### src/rtl/button_press_classifier.sv
// Turns debounced press/release pulses into single-click, double-click and
// long-press gesture pulses, with a long_held level and a busy flag.
module button_press_classifier #(
    parameter int LONG_TICKS = 50_000_000,
    parameter int GAP_TICKS  = 25_000_000,
    parameter int CNT_W      = 26
) (
    input  logic clk,
    input  logic reset_n,
    input  logic p_edge,
    input  logic n_edge,
    output logic single_click,
    output logic double_click,
    output logic long_press,
    output logic long_held,
    output logic busy
);

    typedef enum logic [2:0] {
        IDLE   = 3'd0,
        PRESS1 = 3'd1,
        HOLD   = 3'd2,
        GAP    = 3'd3,
        PRESS2 = 3'd4
    } state_t;

    localparam logic [CNT_W-1:0] LONG_LAST = CNT_W'(LONG_TICKS - 1);
    localparam logic [CNT_W-1:0] GAP_LAST  = CNT_W'(GAP_TICKS - 1);

    state_t           state_reg;
    logic [CNT_W-1:0] timer_reg;

    // Simultaneous press and release carry no information and are dropped.
    logic press;
    logic release_ev;
    assign press      = p_edge & ~n_edge;
    assign release_ev = n_edge & ~p_edge;

    always_ff @(posedge clk or negedge reset_n) begin
        if (!reset_n) begin
            state_reg    <= IDLE;
            timer_reg    <= '0;
            single_click <= 1'b0;
            double_click <= 1'b0;
            long_press   <= 1'b0;
            long_held    <= 1'b0;
            busy         <= 1'b0;
        end else begin
            single_click <= 1'b0;
            double_click <= 1'b0;
            long_press   <= 1'b0;
            case (state_reg)
                IDLE: begin
                    if (press) begin
                        state_reg <= PRESS1;
                        timer_reg <= '0;
                        busy      <= 1'b1;
                    end
                end
                PRESS1: begin
                    if (release_ev) begin
                        state_reg <= GAP;
                        timer_reg <= '0;
                    end else if (timer_reg == LONG_LAST) begin
                        state_reg  <= HOLD;
                        timer_reg  <= '0;
                        long_press <= 1'b1;
                        long_held  <= 1'b1;
                    end else begin
                        timer_reg <= timer_reg + CNT_W'(1);
                    end
                end
                // HOLD has no timeout, so the timer rests at zero here.
                HOLD: begin
                    if (release_ev) begin
                        state_reg <= IDLE;
                        long_held <= 1'b0;
                        busy      <= 1'b0;
                    end
                end
                GAP: begin
                    if (press) begin
                        state_reg <= PRESS2;
                        timer_reg <= '0;
                    end else if (timer_reg == GAP_LAST) begin
                        state_reg    <= IDLE;
                        timer_reg    <= '0;
                        single_click <= 1'b1;
                        busy         <= 1'b0;
                    end else begin
                        timer_reg <= timer_reg + CNT_W'(1);
                    end
                end
                PRESS2: begin
                    if (release_ev) begin
                        state_reg    <= IDLE;
                        timer_reg    <= '0;
                        double_click <= 1'b1;
                        busy         <= 1'b0;
                    end else if (timer_reg == LONG_LAST) begin
                        // First click is reported; the second becomes a long press.
                        state_reg    <= HOLD;
                        timer_reg    <= '0;
                        single_click <= 1'b1;
                        long_press   <= 1'b1;
                        long_held    <= 1'b1;
                    end else begin
                        timer_reg <= timer_reg + CNT_W'(1);
                    end
                end
                default: begin
                    state_reg <= IDLE;
                    timer_reg <= '0;
                    long_held <= 1'b0;
                    busy      <= 1'b0;
                end
            endcase
        end
    end

endmodule

### config.mk
export PLATFORM = sky130hd
export DESIGN_NAME = button_press_classifier
export DESIGN_NICKNAME = d
export VERILOG_FILES = /design/src/rtl/button_press_classifier.sv
export SDC_FILE = /design/constraint.sdc
export NUM_CORES = 1
export LEC_CHECK = 0
export ABC_AREA = 1
export BUFFER_PORTS_ARGS = -buffer_cell sky130_fd_sc_hd__buf_2
export CAP_MARGIN = 20
export CORE_UTILIZATION = 67
export DETAILED_ROUTE_END_ITERATION = 6
export PLACE_DENSITY = 0.85
export SYNTH_ARGS = -nofsm -noshare
export SYNTH_HDL_FRONTEND = slang
export SYNTH_SLANG_ARGS = --single-unit
### constraint.sdc
create_clock -name clk -period 2.5 [get_ports clk]
set_input_delay 0.25 -clock clk [delete_from_list [all_inputs] [get_ports clk]]
set_output_delay 0.25 -clock clk [all_outputs]
set_load 0.05 [all_outputs]
==> results of run 1 <==
## metal layers
metal  part of all wire  GRT usage  vias up
met5                  0          0        -
met4              0.019     0.1383        0
met3              0.088    0.06897       14
met2               0.47     0.6122      153
met1               0.42     0.5108     1325
li1                   -          -     1426
## critical path, cell delays in order, from the launching register on
cell     delay (ns)
dfrtp_1        0.41
ha_1           0.27
nand2_2        0.12
nor2_4         0.17
inv_2          0.09
nor2_4         0.14
nand2_1        0.08
nor2_2         0.17
nor2_1         0.08
nand3_1        0.07
nand3_1        0.08
## Yosys cell counts
| cell | n | area (µm²) |
|---|---|---|
| a21o_1 | 2 | 15.01 |
| o21bai_1 | 1 | 7.510 |
| nand2_2 | 12 | 75.07 |
| nand4_1 | 33 | 206.5 |
| nor2_2 | 10 | 62.56 |
| o21ai_0 | 1 | 5.000 |
| o211ai_1 | 3 | 22.52 |
| buf_1 | 1 | 3.750 |
| nor2_4 | 4 | 45.04 |
| nor3_2 | 2 | 20.02 |
| and3_1 | 1 | 6.260 |
| o22ai_1 | 1 | 6.260 |
| clkbuf_1 | 2 | 7.510 |
| ha_1 | 1 | 12.51 |
| and2_1 | 1 | 6.260 |
| nand3b_1 | 1 | 7.510 |
| or2_2 | 1 | 6.260 |
| o221ai_1 | 1 | 8.760 |
| nor3_4 | 1 | 16.27 |
| nor2_1 | 47 | 176.4 |
| buf_2 | 7 | 35.03 |
| inv_1 | 53 | 198.9 |
| o21ai_4 | 1 | 16.27 |
| inv_2 | 5 | 18.77 |
| nand2_1 | 128 | 480.5 |
| nand3_1 | 55 | 275.3 |
| xor2_1 | 9 | 78.83 |
| a21oi_1 | 1 | 5.000 |
| nand3b_4 | 1 | 20.02 |
| nor3_1 | 8 | 40.04 |
| clkinv_1 | 2 | 7.510 |
| o21ai_1 | 4 | 20.02 |
| dfrtp_1 | 34 | 850.8 |
## cells by family after synthesis
logic type / after synthesis / share of synthesized area
compound gates: 15 / 0.03848
flops: 34 / 0.3078
xor+xnor: 9 / 0.02852
fa+ha+maj: 1 / 0.004526
buf+inv: 70 / 0.09823
simple gates: 305 / 0.5224
## stage by stage
step / cell area [µm²] / hold slack (ns) / total power, mW / std cells / util
after floorplan: 2764 / -0.04559 / 1.143 / 434 / -
after detailed placement: 2848 / 0.3660 / 1.320 / 484 / 0.7497
final: 2958 / 0.01764 / 1.821 / 492 / 0.7787
after CTS: 2958 / 0.04612 / 1.805 / 492 / 0.7787
after global placement: 2848 / 0.3558 / 1.307 / 484 / 0.7497
after global routing: 2958 / 0.09775 / 1.909 / 492 / 0.7787
## area by class of cell
type                    count  area [µm²]
fillers                   312       840.8
repair buffers             12       70.07
flip-flops and latches     34       850.8
inverters                  60       225.2
clock buffers               8       110.1
multi-input cells         330        1642
well taps                  48       60.06
## power groups by stage
| stage | combinational (mW) | sequential, mW | clock [mW] |
|---|---|---|---|
| after CTS | 0.664 | 0.647 | 0.493 |
| after detailed placement | 0.663 | 0.657 | 0 |
| after floorplan | 0.468 | 0.675 | 0 |
| after global routing | 0.739 | 0.655 | 0.515 |
| after global placement | 0.652 | 0.655 | 0 |
| final | 0.678 | 0.649 | 0.495 |
## how the worst max path moves through the flow
stage	from	to	slack, ns
finish	timer_reg[0]	timer_reg[14]	0.71
global route	timer_reg[0]	timer_reg[15]	0.57
CTS	timer_reg[0]	timer_reg[14]	0.72
detailed placement	timer_reg[0]	timer_reg[14]	0.74
global placement	timer_reg[0]	timer_reg[14]	0.80
floorplan	timer_reg[0]	busy	0.98
==> impl_metrics.csv, run 1 <==
group,metric,value,unit
status,status,"finished, final reports clean",
power,worst_ir_drop_vdd,0.0005941,V
timing,slew_viol_final,0,
clock_network,clock-sinks,34,
timing,relSlewSlack,0.4882,
logic_synthesis,netlist_area,2764,µm²
drt,first_iter_violations,298,
logic_synthesis,ys_ff_latch,34,
final_layout,largest_register_ff_count,26,
worst_hold_path,min_path_type,"in2async",
power,p_int,1.054,mW
setup_path,worstPathArrival,1.97,ns
logic_synthesis,synth_nets,439,
drt,vias,2918,
grt,grt_pass1_vias,2659,
timing,setup_violations,0,
final_layout,mostFrequentLayoutCells,"128 x nand2_1, 55 x nand3_1, 53 x inv_1",
final_layout,layout.nets,448,
timing,setup_slack,0.7101,ns
die,die_x,66.23,µm
setup_path,critical_path_class,"reg2reg",
timing,finalCritPeriodShare,0.7160,
power,clkPwrFrac,0.272,
clock_network,hold_buffers,0,
drt,drc,0,
timing,max_freq,558.7,MHz
clock_network,cts_setup_buffers,0,
setup_path,end_kind,"flip-flop",
final_layout,diodes,0,
drt,antenna_left,0,
placed_design,port_buffers,8,
power,power_density,615.8,nW/µm²
placed_design,dp_hpwl,5.556,mm
clock_network,cts.clk_slew.worst_paths,0.08,ns
drt,first_pass_iters,5,
clock_network,clk_latency,0.30,ns
clock_network,cts_resized,0,
timing,rsz0062_at_grt,"no",
timing,finalClockSkew,0.01022,ns
die,die_height,66.23,µm
clock_network,cts_inserted_buffers,5,
die,initial_core_util,0.7276,
grt,antenna_found_initial,0,
grt,grt_pass1_wl,12.45,mm
setup_path,required,2.68,ns
clock_network,cts_tree,"built",
drt,routedWlPerCell,15.41,µm
die,rows,22,
logic_synthesis,ys_seq_area_frac,0.3078,
drt,routed_wl,7.581,mm
logic_synthesis,netlist-cell-type-count,33,
logic_synthesis,yosys_warnings,0,
power,pwr-share-seq,0.356,
setup_path,reg2reg_setup_slack,0.71,ns
setup_path,critPathMaxFanout,6,
clock_network,root_buffer,"clkbuf_8",
grt,grt_start_max_net_pins,35,
die,core,3799,µm²
grt,grt_overflow,0,
logic_synthesis,synth_cells,434,
setup_path,timing.rr.end,"timer_reg[14]",
clock_network,clock_path_buffers,2,
setup_path,rr_startpoint,"timer_reg[0]",
final_layout,drive_gt1_frac,0.1284,
placed_design,place_congestion,0.9616,
timing,tightest_slew,0.7677,ns
final_layout,layout_commonest_cell,"nand2_1",
grt,grtUsageTotal,0.3818,
timing,fin_crit,1.790,ns
clock_network,cts.htree.levels,2,
power,p_leak,1.484,nW
setup_path,ff2ff_path_depth,10,
setup_path,start_kind,"flip-flop",
die,dieArea,4386,µm²
power,p_switching,0.7674,mW
final_layout,area_delta_synth_final,7.017,%
drt,via_per_inst,5.931,
power,p_comb_frac,0.372,
job,drv_cap,0,
logic_synthesis,syn_area_per_cell,6.368,µm²
timing,tns,0,ns
power,p_sw_frac,0.4213,
timing,hold_viol,0,
die,design.portCount,9,
placed_design,pre_cts_slack,0.7400,ns
Note: power is estimated with default switching activity, not from simulation.
==> inputs of run 2 (changes only) <==
--- a/config.mk
+++ b/config.mk
@@ -5,12 +5,12 @@
 export SDC_FILE = /design/constraint.sdc
 export NUM_CORES = 1
 export LEC_CHECK = 0
-export ABC_AREA = 1
+export ABC_AREA = 0
 export BUFFER_PORTS_ARGS = -buffer_cell sky130_fd_sc_hd__buf_2
 export CAP_MARGIN = 20
-export CORE_UTILIZATION = 67
+export CORE_UTILIZATION = 55
 export DETAILED_ROUTE_END_ITERATION = 6
-export PLACE_DENSITY = 0.85
+export PLACE_DENSITY = 0.75
 export SYNTH_ARGS = -nofsm -noshare
 export SYNTH_HDL_FRONTEND = slang
 export SYNTH_SLANG_ARGS = --single-unit
==> constraint.sdc (replaced) <==
create_clock -name clk -period 1.6 [get_ports clk]
set_input_delay 0.16 -clock clk [delete_from_list [all_inputs] [get_ports clk]]
set_output_delay 0.16 -clock clk [all_outputs]
set_load 0.05 [all_outputs]
==> impl_metrics.csv, run 2 <==
group,metric,value,unit
die,rows,21,
logic_synthesis,yosysTopAreaCellShare,0.4187,
final_layout,fin_area,2800,µm²
grt,grt_pass1_vias,1980,
timing,relSlewSlack,0.4729,
grt,grt_overflow,0,
grt,grt_pass1_wl,9.315,mm
clock_network,root_buffer,"clkbuf_8",
setup_path,reg2reg_setup_slack,-0.76,ns
clock_network,cts_inserted_buffers,5,
status,status,"finished, violations left",
logic_synthesis,ys_ff_latch,34,
final_layout,layout_commonest_cell,"buf_4",
drt,via_per_inst,6.048,
final_layout,area_delta_synth_final,37.81,%
power,p_leak,1.275,nW
clock_network,clock-sinks,34,
setup_path,critical_path_class,"reg2reg",
placed_design,pre_cts_slack,-0.7834,ns
timing,slew_viol_final,0,
logic_synthesis,netlist-cell-type-count,52,
placed_design,place_congestion,0.8610,
worst_hold_path,min_path_type,"in2reg",
setup_path,end_kind,"flip-flop",
logic_synthesis,ys_async_sr_fraction,1.000,
power,worst_ir_drop_vdd,0.001249,V
grt,antenna_found_initial,0,
logic_synthesis,synth_area_leaders,"dfrtp_1 42%, nor2_1 5.7%, xor2_1 5.6%",
placed_design,dp_cells,316,
logic_synthesis,ys_seq_area_frac,0.4187,
final_layout,drive_gt1_frac,0.3811,
timing,finalCritPeriodShare,1.476,
setup_path,ff2ff_path_depth,8,
setup_path,worstPathArrival,2.53,ns
worst_hold_path,hold_depth,4,
logic_synthesis,yosysMostFrequentCell,"dfrtp_1",
drt,drc,0,
power,power_density,1266,nW/µm²
grt,grtUsageTotal,0.3032,
final_layout,diodes,0,
logic_synthesis,synth_commonest_cells,"34 x dfrtp_1, 31 x nor2_1, 25 x nand2_1",
logic_synthesis,netlist_area,2032,µm²
final_layout,multiInputGateArea,1251,µm²
drt,routed_wl,6.074,mm
clock_network,cts.htree.levels,2,
die,die_height,62.78,µm
timing,fin_crit,2.362,ns
logic_synthesis,syn_area_per_cell,9.321,µm²
final_layout,mostFrequentLayoutCells,"53 x buf_4, 34 x dfrtp_1, 25 x nand2_1",
drt,first_pass_iters,4,
clock_network,clk_latency,0.29,ns
timing,rsz0062_at_grt,"yes",
clock_network,cts.clk_slew.worst_paths,0.07,ns
timing,tightest_slew,0.7906,ns
logic_synthesis,synth_nets,223,
grt,grt_start_max_net_pins,35,
die,design.portCount,9,
logic_synthesis,synth_cells,218,
logic_synthesis,synth-edff-count,0,
setup_path,start_kind,"flip-flop",
die,initial_core_util,0.5903,
drt,antenna_left,0,
drt,first_iter_violations,215,
job,drv_cap,0,
timing,hold_viol,0,
placed_design,dp_hpwl,3.629,mm
power,finalPower,3.546,mW
logic_synthesis,yosysTopAreaCell,"dfrtp_1",
timing,setup_slack,-0.7623,ns
clock_network,clock_path_buffers,2,
timing,max_freq,423.3,MHz
placed_design,port_buffers,8,
logic_synthesis,yosys_warnings,0,
die,dieArea,3941,µm²
drt,vias,2008,
timing,setup_violations,33,
placed_design,placed_area,2477,µm²
final_layout,seq_area,850.8,µm²
drt,routedWlPerCell,18.30,µm
setup_path,required,1.77,ns
final_layout,fillers,199,
final_layout,layout.nets,290,
final_layout,largest_register_ff_count,26,
final_layout,finalNonFillerCells,332,
die,core,3442,µm²
timing,finalClockSkew,0.002668,ns
die,die_x,62.78,µm
clock_network,cts_tree,"built",
setup_path,critPathMaxFanout,7,
timing,tns,-23.35,ns
logic_synthesis,ys.flop_type,"dfrtp_1",
status,violations,"setup timing",
==> run 2: final timing paths <==
kind,start,to
worst max-delay path,timer_reg[8],timer_reg[12]
worst min-delay path,p_edge,state_reg[2]
worst max register to register,timer_reg[8],timer_reg[12]
worst min register to register,timer_reg[0],timer_reg[0]
max in group asynchronous,reset_n,state_reg[0]
min in group asynchronous,reset_n,timer_reg[21]
==> run 2: what timing repair did <==
| item | CTS | global route |
|---|---|---|
| setup buffers | 2 | 3 |
| resized for setup | 13 | 23 |
| pin swaps | 6 | 12 |
| cloned | 1 | 1 |
| endpoints found under the hold margin | 34 | 0 |
| hold buffers | 1 | 0 |
| endpoints found under the setup margin | 33 | 33 |
==> run 2: cells by family (layout without fill, tap and decap cells) <==
| group | count (synthesis) | count (layout) | share of synthesized area |
|---|---|---|---|
| xor+xnor | 18 | 18 | 0.07759 |
| fa+ha+maj | 1 | 1 | 0.006157 |
| buf+inv | 14 | 81 | 0.04495 |
| flops | 34 | 34 | 0.4187 |
| compound gates | 29 | 30 | 0.1145 |
| mux | 3 | 3 | 0.01539 |
| simple gates | 119 | 119 | 0.3227 |
==> run 2: per-layer routing <==
layer,global-route usage,part of all wire,wire length (µm),vias to the layer above
met5,0,0,0,-
met4,0.1308,0.026,157,0
met2,0.4959,0.50,3064,91
met3,0.04745,0.056,342,15
li1,-,-,-,912
met1,0.3972,0.41,2509,990
==> run 2: area by class of cell <==
class                      instances  area share
multi-input combinational        171      0.4468
sequential                        34      0.3038
timing repair buffer              67      0.1881
clock buffer                       7     0.03083
tap                               46     0.02055
inverter                           6    0.008043
clock inverter                     1    0.001787
==> run 2: worst max-delay path, stage by stage (launching register included) <==
cell,delay [ns]
dfrtp_1,0.37
or4b_1,0.51
or4_4,0.47
nor4_4,0.15
buf_4,0.18
buf_4,0.11
o21ba_4,0.20
o21ai_2,0.07
a21o_1,0.18
==> run 2: metrics by stage <==
step / util / hold WS, ns
floorplan: - / -0.1356
global placement: 0.7197 / 0.2579
detailed placement: 0.7197 / 0.2795
CTS: 0.7732 / 0.3301
global route: 0.8135 / 0.3852
finish: 0.8135 / 0.3415
==> run 2: report_power, final <==
group	switching, mW	leakage, nW	internal, mW
clock	0.326	0.0482	0.347
combinational	1.04	0.764	0.830
sequential	0.0552	0.463	0.950
